===== config.mk =====
export PLATFORM = sky130hd
export DESIGN_NAME = box_motion_ctrl
export DESIGN_NICKNAME = d
export VERILOG_FILES = /design/src/rtl/box_motion_ctrl.sv
export SDC_FILE = /design/constraint.sdc
export NUM_CORES = 1
export LEC_CHECK = 0
export ABC_AREA = 0
export CAP_MARGIN = 0
export CORE_UTILIZATION = 40
export DETAILED_ROUTE_END_ITERATION = 16
export SETUP_SLACK_MARGIN = 0.1
export SLEW_MARGIN = 15
export SYNTH_ARGS = -nofsm -noshare
export SYNTH_HDL_FRONTEND = slang
export SYNTH_SLANG_ARGS = --single-unit
export TNS_END_PERCENT = 10

===== constraint.sdc =====
create_clock -name clk -period 3.14 [get_ports clk]
set_clock_uncertainty 0.1 [all_clocks]
set_input_delay 0.942 -clock clk [delete_from_list [all_inputs] [get_ports clk]]
set_output_delay 0.942 -clock clk [all_outputs]
set_load 0.03 [all_outputs]

===== src/rtl/box_motion_ctrl.sv =====
// box_motion_ctrl: bouncing-box position controller, stepped once per frame in vertical blanking,
// with debounced pause/resume and speed-step buttons.
module box_motion_ctrl #(
    parameter int SCREEN_W     = 800,
    parameter int SCREEN_H     = 480,
    parameter int BOX_W        = 70,
    parameter int BOX_H        = 70,
    parameter int DEBOUNCE_CYC = 250000,
    parameter int SPEED_MAX    = 7
) (
    input  logic       clk,
    input  logic       rst,
    input  logic       vsync,
    input  logic       btn_pause_n,
    input  logic       btn_speed_n,
    output logic [9:0] box_x,
    output logic [8:0] box_y,
    output logic       dir_x,
    output logic       dir_y,
    output logic [2:0] speed,
    output logic       running,
    output logic       hit,
    output logic       hit_corner
);
    localparam int            CW       = $clog2(DEBOUNCE_CYC + 1);
    localparam logic [CW-1:0] CNT_LAST = CW'(DEBOUNCE_CYC - 1);
    localparam logic [9:0]    X_MAX    = 10'(SCREEN_W - BOX_W);
    localparam logic [8:0]    Y_MAX    = 9'(SCREEN_H - BOX_H);

    typedef enum logic [1:0] {INIT, RUN, PAUSE} state_t;

    state_t        r_state;
    logic [2:0]    r_vs;
    logic [1:0]    r_btn_s1, r_btn_s2, r_btn_acc, r_btn_acc_d;
    logic [CW-1:0] r_deb_cnt [2];
    logic [9:0]    r_box_x;
    logic [8:0]    r_box_y;
    logic          r_dir_x, r_dir_y, r_running, r_hit, r_hit_corner;
    logic [2:0]    r_speed;

    logic          w_tick, w_x_hit, w_y_hit;
    logic [1:0]    w_press;
    logic [10:0]   w_x_sum;
    logic [9:0]    w_y_sum, w_x_next;
    logic [8:0]    w_y_next;
    state_t        w_state_next;

    // Bit 0 of the button vectors is pause, bit 1 is speed.
    always_comb begin
        w_tick       = r_vs[1] & ~r_vs[2];
        w_press      = r_btn_acc_d & ~r_btn_acc;
        w_x_sum      = {1'b0, r_box_x} + 11'(r_speed);
        w_y_sum      = {1'b0, r_box_y} + 10'(r_speed);
        w_x_hit      = r_dir_x ? (r_box_x <= 10'(r_speed)) : (w_x_sum >= {1'b0, X_MAX});
        w_y_hit      = r_dir_y ? (r_box_y <= 9'(r_speed)) : (w_y_sum >= {1'b0, Y_MAX});
        w_x_next     = r_dir_x ? (w_x_hit ? 10'd0 : r_box_x - 10'(r_speed)) : (w_x_hit ? X_MAX : w_x_sum[9:0]);
        w_y_next     = r_dir_y ? (w_y_hit ? 9'd0 : r_box_y - 9'(r_speed)) : (w_y_hit ? Y_MAX : w_y_sum[8:0]);
        w_state_next = (r_state == INIT) ? (w_tick ? RUN : INIT) :
                       !w_press[0]       ? r_state :
                       (r_state == RUN)  ? PAUSE : RUN;
    end

    always_ff @(posedge clk or negedge rst) begin
        if (!rst) begin
            r_vs         <= '1;
            r_btn_s1     <= '1;
            r_btn_s2     <= '1;
            r_btn_acc    <= '1;
            r_btn_acc_d  <= '1;
            r_deb_cnt[0] <= '0;
            r_deb_cnt[1] <= '0;
            r_state      <= INIT;
            r_box_x      <= 10'd2;
            r_box_y      <= 9'd2;
            r_dir_x      <= 1'b0;
            r_dir_y      <= 1'b0;
            r_speed      <= 3'd1;
            r_running    <= 1'b0;
            r_hit        <= 1'b0;
            r_hit_corner <= 1'b0;
        end else begin
            r_vs        <= {r_vs[1:0], vsync};
            r_btn_s1    <= {btn_speed_n, btn_pause_n};
            r_btn_s2    <= r_btn_s1;
            r_btn_acc_d <= r_btn_acc;
            for (int i = 0; i < 2; i++) begin
                if (r_btn_s2[i] == r_btn_acc[i]) begin
                    r_deb_cnt[i] <= '0;
                end else if (r_deb_cnt[i] == CNT_LAST) begin
                    r_btn_acc[i] <= r_btn_s2[i];
                    r_deb_cnt[i] <= '0;
                end else begin
                    r_deb_cnt[i] <= r_deb_cnt[i] + CW'(1);
                end
            end
            r_state      <= w_state_next;
            r_running    <= (w_state_next == RUN);
            r_hit        <= 1'b0;
            r_hit_corner <= 1'b0;
            // Position step always uses the pre-edge state and speed.
            if (w_tick && r_state == RUN) begin
                r_box_x      <= w_x_next;
                r_box_y      <= w_y_next;
                r_dir_x      <= r_dir_x ^ w_x_hit;
                r_dir_y      <= r_dir_y ^ w_y_hit;
                r_hit        <= w_x_hit | w_y_hit;
                r_hit_corner <= w_x_hit & w_y_hit;
            end
            if (w_press[1])
                r_speed <= (r_speed == 3'(SPEED_MAX)) ? 3'd1 : r_speed + 3'd1;
        end
    end

    assign box_x      = r_box_x;
    assign box_y      = r_box_y;
    assign dir_x      = r_dir_x;
    assign dir_y      = r_dir_y;
    assign speed      = r_speed;
    assign running    = r_running;
    assign hit        = r_hit;
    assign hit_corner = r_hit_corner;
endmodule

==> flow_metrics.env <==
export IMPL_outcome="finished with violations"
export IMPL_violations="design-rule violations"
export IMPL_cts_tree="built"
export IMPL_slowest_delay_ps=600
export IMPL_rows=39
export IMPL_internal_power_mw=2.18
export IMPL_synth_edf_count=0
export IMPL_cp_cell_sequence="ha_1, inv_1, fa_1, nor2_1, nor2_1, a311o_1, a21oi_2, o311ai_4, a2111oi_2, a211oi_2"
export IMPL_ant_nets=0
export IMPL_critical_path_buf_inv_count=1
export IMPL_cp_start_kind="flop"
export IMPL_tightest_slew_ps=964
export IMPL_cp_data_arrival_time_ps=3060
export IMPL_num_vias=3891
export IMPL_seqPwrFrac=0.362
export IMPL_n_antenna_cell=0
export IMPL_grt_pass1_wl_um=18500
export IMPL_fin_tns_setup_ps=0
export IMPL_placed_area_sq_um=5240
export IMPL_cts_root_buffer="clkbuf_16"
export IMPL_netlist_area_sq_um=4800
export IMPL_synth_area_leader_cell="dfrtp_1"
export IMPL_cts_made_buffers=9
export IMPL_grtUsageTotal=0.184
export IMPL_hold_buffers=0
export IMPL_fin_crit_ps=2960
export IMPL_htree_num_levels=3
export IMPL_start_util=0.415
export IMPL_place_gp_congestion=0.906
export IMPL_synth_top_cells_by_count="80 x nor2_1, 62 x dfrtp_1, 33 x nand2_1"
export IMPL_fin_util=0.483
export IMPL_yosysWarningCount=0
export IMPL_cts_path_max_buffers=2
export IMPL_hold_ws_ps=252
export IMPL_drive_gt1_frac=0.132
export IMPL_pin_count=32
export IMPL_cp_max_fo=8
export IMPL_instances_no_fill=698
export IMPL_fillCellCount=1093
export IMPL_ys_top_cells_by_area="dfrtp_1 32%, dfstp_2 7.7%, nor2_1 6.3%, xnor2_1 4.4%, ha_1 4.2%"
export IMPL_path_class="flop to flop"
export IMPL_synth_most_common_cell="nor2_1"
export IMPL_overflow=0
export IMPL_ys_types=82
export IMPL_via_per_inst=5.57
export IMPL_antenna_found_initial=0
export IMPL_design_core_area_sq_um=11600
export IMPL_port_buffers=31
export IMPL_sw_frac_of_total=0.343
export IMPL_clockPowerShare=0.349
export IMPL_drt_initial_drc_count=243
export IMPL_die_h_um=112
export IMPL_ys_dominant_reg_cell="dfrtp_1"
export IMPL_async_flop_share=1.00
export IMPL_cpMostUsedCell="nor2_1"
export IMPL_seq_area_frac_synth=0.399
export IMPL_power_frac_comb=0.289
export IMPL_rsz0062_at_grt="true"
export IMPL_cellPowerDensity_nw_per_um2=595
export IMPL_end_kind="flop"
export IMPL_power_leakage_nw=2.25
export IMPL_finalSetupViolations=0
export IMPL_first_pass_iters=11
export IMPL_design_area_sq_um=5580
export IMPL_nets=575
export IMPL_grt_max_degree=77
export IMPL_cp_slowest_cell="dfstp_2"
export IMPL_syn_inst=526
export IMPL_switching_power_mw=1.14
export IMPL_hpwl_um=7350
export IMPL_cp_top_family="compound AO/OA/AOI/OAI gates"
export IMPL_cts_sinks=76
export IMPL_clock_latency_ps=340
export IMPL_clk_pin_slew_worst_paths_ps=60
export IMPL_register_area_sq_um=1920
export IMPL_detail_route_wl_per_cell_um=15.4
export IMPL_dieArea_sq_um=12500
export IMPL_finalCritPeriodShare=0.942
export IMPL_drcViolationCount=4
export IMPL_cp_required_ps=3240
export IMPL_drv_cap=0
export IMPL_synth_nets=551
export IMPL_timing_slew_headroom=0.357
export IMPL_vdd_ir_drop_max_mv=0.503
export IMPL_synth_area_per_cell_sq_um=9.13
export IMPL_multiInputGateArea_sq_um=2700
export IMPL_hold_viol=0
export IMPL_yosys_register_bits=76
export IMPL_hold_class="flop to flop"
export IMPL_dp_cells=682
export IMPL_wl_um=10700
export IMPL_max_clock_freq_mhz=338
export IMPL_yosysTopAreaCellShare=0.323
export IMPL_grt_pass1_vias=3803
export IMPL_areaGrowthSynthToFinish_pct=16.1
export IMPL_drv_slew=0
export IMPL_fp_dieW_um=112
[power by group through the flow]
stage / Clock, mW / Combinational (mW) / Sequential (mW)
after global placement: 0 / 0.937 / 1.21
after global routing: 1.23 / 1.04 / 1.22
after CTS: 1.19 / 0.949 / 1.20
after floorplan: 0 / 0.628 / 1.25
final: 1.16 / 0.960 / 1.20
after detailed placement: 0 / 0.945 / 1.22
[layer usage]
metal	vias up	part of all wire	global-route usage
met4	0	0.010	0.0468
met5	-	0	0
met2	93	0.49	0.310
li1	1914	-	-
met3	10	0.042	0.0381
met1	1874	0.46	0.240
[cells in the final DEF (no fill, tap or decap), types with 3 or more instances in the layout]
cell type	synthesis	final
clkbuf_16	0	9
dfrtp_1	62	62
inv_1	20	20
nor2b_1	9	9
buf_4	0	10
xnor2_1	24	24
a31oi_1	8	8
xor2_1	18	18
nor3b_1	3	3
o22ai_1	5	5
fa_1	4	4
a21oi_1	25	25
o21ai_0	17	17
nor2_1	80	80
nand3_1	21	21
nand2_1	33	33
nand2b_1	10	10
o211ai_1	7	7
o31ai_1	5	5
mux2i_1	3	3
and3_1	9	9
nand3b_1	3	3
dfstp_2	14	14
clkdlybuf4s50_1	0	30
or3_1	3	3
and2_1	4	4
or2_2	7	7
ha_1	16	16
nor3_1	13	13
o221ai_1	3	3
a211oi_1	4	4
nor4_1	6	6
[state kept, by name, summed over array words and instances, names as in the netlist, 2 cells and up]
name / count
box_x: 10
box_y: 9
r_btn_acc: 2
r_btn_acc_d: 2
r_btn_s1: 2
r_btn_s2: 2
r_deb_cnt: 36
r_state: 2
r_vs: 3
speed: 3
[logic make-up (layout without fill, tap and decap cells)]
| family | after synthesis | count (layout) | synth area share |
|---|---|---|---|
| AO/OA/AOI/OAI | 116 | 116 | 0.180 |
| XOR/XNOR | 43 | 43 | 0.0799 |
| adder cells (fa/ha/maj) | 20 | 20 | 0.0583 |
| buffers and inverters | 47 | 76 | 0.0411 |
| flip-flops | 76 | 76 | 0.399 |
| multiplexers | 5 | 5 | 0.0109 |
| AND/OR/NAND/NOR | 219 | 219 | 0.230 |
[worst paths after layout]
path                             start            end  slack [ps]  depth (start not counted)
max reg2reg                   speed[0]       box_x[9]         180                         10
min in group asynchronous          rst       box_x[5]         630                          1
max in group asynchronous          rst  r_deb_cnt[30]        1660                          1
min                        r_btn_s1[1]    r_btn_s2[1]         250                          0
min reg2reg                r_btn_s1[1]    r_btn_s2[1]         250                          0
max                           speed[0]       box_x[9]         180                         10
[through the flow]
step	total power [mW]	setup WS, ps
3_5_place_dp	2.16	185
2_1_floorplan	1.88	265
4_1_cts	3.34	170
6_report	3.32	181
3_3_place_gp	2.15	246
5_1_grt	3.49	31.7
[timing repair]
item | in CTS | in global routing
resized for setup | 0 | 2
setup buffers | 0 | 0
endpoints found under the setup margin | 0 | 11
[cell type report]
cell class | instances | area share
multi-input combinational | 403 | 0.484
sequential | 76 | 0.344
timing repair buffer | 40 | 0.0673
clock buffer | 10 | 0.0428
tap | 143 | 0.0321
clock inverter | 6 | 0.0168
inverter | 20 | 0.0135
(Power assumes the default switching activity.)
